[src/rtl/fft4_sequencer.sv]
// ---------------------------------------------------------------------------
// fft4_sequencer
//
// Control and storage around an external combinational radix-2 butterfly
// that forms a 4-point decimation-in-time FFT. Four complex samples are
// loaded into bit-reversed slots. Four butterflies are then issued, one per
// cycle, with results written back in place. The four bins are then
// streamed out in natural order.
//
// Complex packing: the upper WIDTH/2 bits hold the signed real part and the
// lower WIDTH/2 bits hold the signed imaginary part.
//
// Optional feature: define FFT4_SCALE_EN to halve (arithmetic shift, floor)
// each half of every captured butterfly result. The output is then X[k]/4
// and no stage can overflow. When the macro is undefined, results are
// stored verbatim.
//
// Ports:
//   clk        clock, rising edge
//   rst_n      asynchronous active-low reset
//   in_valid   input sample valid
//   in_ready   sequencer accepts a sample (LOAD only)
//   in_data    packed complex input sample
//   out_valid  output bin valid (DRAIN only)
//   out_ready  downstream accepts bin
//   out_data   packed complex output bin X[k]
//   bf_a       butterfly operand A
//   bf_b       butterfly operand B
//   bf_w       butterfly twiddle W
//   bf_out0    butterfly result A + B*W
//   bf_out1    butterfly result A - B*W
//   busy       high in any state other than LOAD
//
// State table:
//   state | meaning
//   LOAD  | accept four samples into bit-reversed slots
//   S1A   | stage 1 butterfly on mem0/mem1, W0
//   S1B   | stage 1 butterfly on mem2/mem3, W0
//   S2A   | stage 2 butterfly on mem0/mem2, W0
//   S2B   | stage 2 butterfly on mem1/mem3, W1 (-j)
//   DRAIN | stream mem0..mem3 out in natural order
// ---------------------------------------------------------------------------
module fft4_sequencer #(
    parameter int WIDTH = 32
) (
    input  logic             clk,
    input  logic             rst_n,
    input  logic             in_valid,
    output logic             in_ready,
    input  logic [WIDTH-1:0] in_data,
    output logic             out_valid,
    input  logic             out_ready,
    output logic [WIDTH-1:0] out_data,
    output logic [WIDTH-1:0] bf_a,
    output logic [WIDTH-1:0] bf_b,
    output logic [WIDTH-1:0] bf_w,
    input  logic [WIDTH-1:0] bf_out0,
    input  logic [WIDTH-1:0] bf_out1,
    output logic             busy
);

    localparam int H = WIDTH / 2;

    // W0 = 1 + 0j, W1 = 0 - 1j (exact integers, no fractional scaling)
    localparam logic [WIDTH-1:0] W0 = {{(H-1){1'b0}}, 1'b1, {H{1'b0}}};
    localparam logic [WIDTH-1:0] W1 = {{H{1'b0}}, {H{1'b1}}};

    typedef enum logic [2:0] {
        LOAD  = 3'd0,
        S1A   = 3'd1,
        S1B   = 3'd2,
        S2A   = 3'd3,
        S2B   = 3'd4,
        DRAIN = 3'd5
    } state_t;

    state_t           state;
    logic [1:0]       idx;
    logic [WIDTH-1:0] mem [4];

    function automatic logic [1:0] bitrev(input logic [1:0] i);
        return {i[0], i[1]};
    endfunction

    // Conditioning applied to every captured butterfly result
    function automatic logic [WIDTH-1:0] capture(input logic [WIDTH-1:0] v);
`ifdef FFT4_SCALE_EN
        // Sign-extending right shift of each half (floor division by 2)
        return {v[WIDTH-1], v[WIDTH-1:H+1], v[H-1], v[H-1:1]};
`else
        return v;
`endif
    endfunction

    always_ff @(posedge clk or negedge rst_n) begin
        if (!rst_n) begin
            state     <= LOAD;
            idx       <= 2'd0;
            in_ready  <= 1'b1;
            out_valid <= 1'b0;
            busy      <= 1'b0;
            for (int i = 0; i < 4; i++) begin
                mem[i] <= '0;
            end
        end else begin
            case (state)
                LOAD: begin
                    if (in_valid && in_ready) begin
                        mem[bitrev(idx)] <= in_data;
                        idx              <= idx + 2'd1;
                        if (idx == 2'd3) begin
                            state    <= S1A;
                            in_ready <= 1'b0;
                            busy     <= 1'b1;
                        end
                    end
                end
                S1A: begin
                    mem[0] <= capture(bf_out0);
                    mem[1] <= capture(bf_out1);
                    state  <= S1B;
                end
                S1B: begin
                    mem[2] <= capture(bf_out0);
                    mem[3] <= capture(bf_out1);
                    state  <= S2A;
                end
                S2A: begin
                    mem[0] <= capture(bf_out0);
                    mem[2] <= capture(bf_out1);
                    state  <= S2B;
                end
                S2B: begin
                    mem[1]    <= capture(bf_out0);
                    mem[3]    <= capture(bf_out1);
                    state     <= DRAIN;
                    out_valid <= 1'b1;
                end
                DRAIN: begin
                    if (out_ready) begin
                        idx <= idx + 2'd1;
                        if (idx == 2'd3) begin
                            state     <= LOAD;
                            out_valid <= 1'b0;
                            in_ready  <= 1'b1;
                            busy      <= 1'b0;
                        end
                    end
                end
                default: begin
                    state     <= LOAD;
                    idx       <= 2'd0;
                    in_ready  <= 1'b1;
                    out_valid <= 1'b0;
                    busy      <= 1'b0;
                end
            endcase
        end
    end

    // Operands are decoded from state and storage so the butterfly result
    // is ready to capture at the edge that ends each compute state.
    always_comb begin
        bf_a = '0;
        bf_b = '0;
        bf_w = '0;
        case (state)
            S1A: begin
                bf_a = mem[0];
                bf_b = mem[1];
                bf_w = W0;
            end
            S1B: begin
                bf_a = mem[2];
                bf_b = mem[3];
                bf_w = W0;
            end
            S2A: begin
                bf_a = mem[0];
                bf_b = mem[2];
                bf_w = W0;
            end
            S2B: begin
                bf_a = mem[1];
                bf_b = mem[3];
                bf_w = W1;
            end
            default: begin
                bf_a = '0;
                bf_b = '0;
                bf_w = '0;
            end
        endcase
    end

    assign out_data = (state == DRAIN) ? mem[idx] : '0;

endmodule
[config.mk]
export PLATFORM = sky130hd
export DESIGN_NAME = fft4_sequencer
export DESIGN_NICKNAME = d
export VERILOG_FILES = /design/src/rtl/fft4_sequencer.sv
export SDC_FILE = /design/constraint.sdc
export NUM_CORES = 1
export LEC_CHECK = 0
export ABC_AREA = 1
export CAP_MARGIN = 0
export CORE_MARGIN = 2
export CORE_UTILIZATION = 40
export CTS_BUF_LIST = sky130_fd_sc_hd__clkbuf_2
export CTS_CLUSTER_SIZE = 30
export DETAILED_ROUTE_END_ITERATION = 8
export PLACE_DENSITY = 0.66
export SKIP_CTS_REPAIR_TIMING = 1
export SYNTH_ARGS = -nofsm -noshare
export SYNTH_HDL_FRONTEND = slang
export SYNTH_SLANG_ARGS = --single-unit
[constraint.sdc]
create_clock -name clk -period 4.5 [get_ports clk]
set_input_delay 0.45 -clock clk [delete_from_list [all_inputs] [get_ports clk]]
set_output_delay 0.45 -clock clk [all_outputs]
set_load 0.005 [all_outputs]
==> metrics.cfg, run 1 <==
[synthesis]
yosysWarnings=0
yosysUniqueCellTypes=31
syn_avg_cell_area_sq_um=6.344
synth_cells=1585
synth_area_sq_um=10060
ys_seq_elements=136
synth-seq-area-share_pct=33.86

[timing]
hold_viol=0
fin_setup_tns_ns=0
finalCritPeriodShare_pct=94.20
max-slew-margin-rel_pct=16.57
rsz0062_at_grt=no
fmax_mhz=235.9
timing.final.ws_setup_ns=0.2608
fin_crit_ns=4.239
worst_pin_slew_ns=1.247
maxSlewViolCount=0
setup_violations=0
skew_ns=0.02548

[detailed_routing]
first_pass_iters=6
num_vias=11290
drc=0
drtIter0Drc=1147
vias_per_cell=5.506
avgRoutedWirePerCell_um=18.90
wl_um=38760
ant_nets=0

[cells_and_area]
syn_to_final_growth_pct=23.78
layout-drive-gt1-share_pct=5.061
nFillCells=2561
fin_nets=1810

[pwr]
power_density_nw_per_um2=643.5
peakVddDrop_mv=0.4942
total_leakage_power_nw=5.433

[clocking]
cts.sinks=136
cts_buffers=17
clk_pin_slew_ns=0.22
cts_tree=done
clk_path_buf_depth=2
worstSkewPairLatency_ns=0.73
cts-root-buf=clkbuf_2
htreeDepth=4

[place]
place.detailed.hpwl_um=23380
gp_congestion=0.8708
port_buffers=215
dp_worst_setup_slack_ns=1.101

[floorplan]
core_sq_um=24960
die_y_um=162.6
rows=58
die_w_um=162.6
start_util_pct=40.28
dieArea_sq_um=26420
ios=231

[critical_path]
path_delay_family=buffers and inverters
worstSetupPathType=reg2out
cp.arrival_ns=3.79
endpoint_kind=output pin
critical-path-max-stage-delay_ns=0.67
path_cells=inv_2 -> nand3_2 -> nand2_4 -> inv_1 -> o21ai_0 -> clkdlybuf4s50_1
worst_path_max_delay_cell=inv_1
worstPathMaxFanout=61
startpoint_type=register
crit_buf_inv=3
cp.required_ns=4.05

[min_path]
hold_path_class=in2async

[run]
max-cap-violations=0

[global_routing]
grt_max_degree=118
antenna_found_initial=1
grt_pass1_wl_um=60070
grt_pass1_vias=10850
grt_usage_pct=29.41
grt.overflow.total=0

[run_status]
run_status=completed

-- final cells by class --
cell class                      count  area [sq um]  share of cell area (%)
Clock buffer                       17         85.08                  0.6836
Tap cell                          330         412.9                   3.317
Antenna cell                        2         5.005                 0.04021
Timing Repair Buffer              238          2366                   19.01
Sequential cell                   136          3410                   27.39
Multi-Input combinational cell   1249          5744                   46.15
Inverter                           64         240.2                   1.930
Clock inverter                     15         183.9                   1.478
-- flip-flops by register name (all words and copies together) (netlist names) --
name,count
state,3
mem,128
in_ready,1
idx,2
out_valid,1
busy,1
-- placed cells by master (no fill, tap or decap), types with 7 or more instances in the layout --
master           count
nand3_1            103
nor2_1              35
o211ai_1            54
nand2_1            720
o21ai_0            154
buf_4               19
a22oi_1             28
inv_1               58
a21oi_1             65
clkbuf_2            17
nor2_4               7
dfrtp_1            133
clkdlybuf4s50_1    214
nand3b_1            33
conb_1              15
o21ai_1             16
-- synth_stat cells --
cell / count / share of area, %
nand3_2: 2 / 0.20
nor2_2: 2 / 0.12
nand3b_1: 33 / 2.5
o21ai_1: 16 / 0.80
nand2_4: 2 / 0.22
clkbuf_2: 2 / 0.10
nand4_1: 1 / 0.062
buf_2: 49 / 2.4
buf_1: 8 / 0.30
buf_4: 38 / 2.8
clkbuf_1: 52 / 1.9
nor2_4: 5 / 0.56
o211ai_4: 1 / 0.21
buf_6: 1 / 0.11
inv_2: 5 / 0.19
o211ai_1: 54 / 4.0
nand2_1: 723 / 27
nand3_1: 104 / 5.2
conb_1: 1 / 0.037
nand2_2: 1 / 0.062
dfrtp_1: 135 / 34
clkinv_1: 1 / 0.037
a22oi_1: 28 / 2.1
nor2_1: 36 / 1.3
o21ai_0: 154 / 7.7
o21ai_2: 2 / 0.17
ha_1: 4 / 0.50
dfstp_2: 1 / 0.26
a21oi_2: 1 / 0.087
a21oi_1: 65 / 3.2
inv_1: 58 / 2.2
-- layer usage --
metal	share of wire, %	vias up	track usage, %
met5	0	-	0
met4	3.2	0	12.55
met3	9.6	81	5.220
met2	45	627	46.87
met1	42	5226	39.41
li1	-	5358	-
-- worst reg2reg max path, stage by stage, from the launching register on --
cell and delay (ns):
dfrtp_1 0.60, nor2_4 0.12, nand2_4 0.09, buf_4 0.74
nand2_1 0.24, o21ai_4 1.01, nand2_1 0.15, nand2_1 0.12
-- final timing paths --
path	endpoint	startpoint	slack [ns]	cells after the start
worst max-delay path	bf_b[10]	state[2]$_DFFE_PN0P_	0.26	6
worst min-delay path	mem[99]$_DFFE_PN0P_	rst_n	0.34	2
worst max register to register	mem[80]$_DFFE_PN0P_	state[1]$_DFFE_PN0P_	1.39	7
worst min register to register	mem[83]$_DFFE_PN0P_	mem[83]$_DFFE_PN0P_	0.51	2
max in group asynchronous	mem[9]$_DFFE_PN0P_	rst_n	3.09	3
min in group clk	mem[35]$_DFFE_PN0P_	bf_out0[3]	0.40	5
-- stage by stage --
step / instance area (sq um) / hold WS [ns] / cells / power [mW] / util (%)
after global placement: 12160 / 0.4618 / 2016 / 7.009 / 48.72
after floorplan: 10110 / 0.1544 / 1599 / 5.252 / -
after CTS: 12430 / -0.1832 / 2048 / 7.949 / 49.80
after detailed placement: 12160 / 0.4658 / 2016 / 7.107 / 48.72
after global routing: 12440 / 0.3672 / 2050 / 8.652 / 49.85
final: 12450 / 0.3377 / 2051 / 8.009 / 49.86
-- power breakdown --
group          internal (mW)  switching (mW)  leakage [nW]
sequential              1.74           0.449          1.79
combinational           1.68            3.30          3.49
clock                  0.356           0.483         0.154
total                   3.78            4.23          5.43
-- logic make-up after synthesis --
family                     count (synthesis)  share of synthesized area [%]
DFF                                      136                          33.86
AOI/OAI and AO/OA                        321                          18.29
buffers and inverters                    214                          10.12
adders and majority gates                  4                         0.4977
and+or+nand+nor                          909                          37.20
other                                      1                        0.03729
(Power assumes the default switching activity.)
==> run 2, diff against run 1 <==
--- a/config.mk
+++ b/config.mk
@@ -10,7 +10,6 @@
 export CORE_MARGIN = 2
 export CORE_UTILIZATION = 40
 export CTS_BUF_LIST = sky130_fd_sc_hd__clkbuf_2
-export CTS_CLUSTER_SIZE = 30
 export DETAILED_ROUTE_END_ITERATION = 8
 export PLACE_DENSITY = 0.66
 export SKIP_CTS_REPAIR_TIMING = 1
==> results of run 2 <==
Final layout, timing and power as in run 1 (identical DEF).
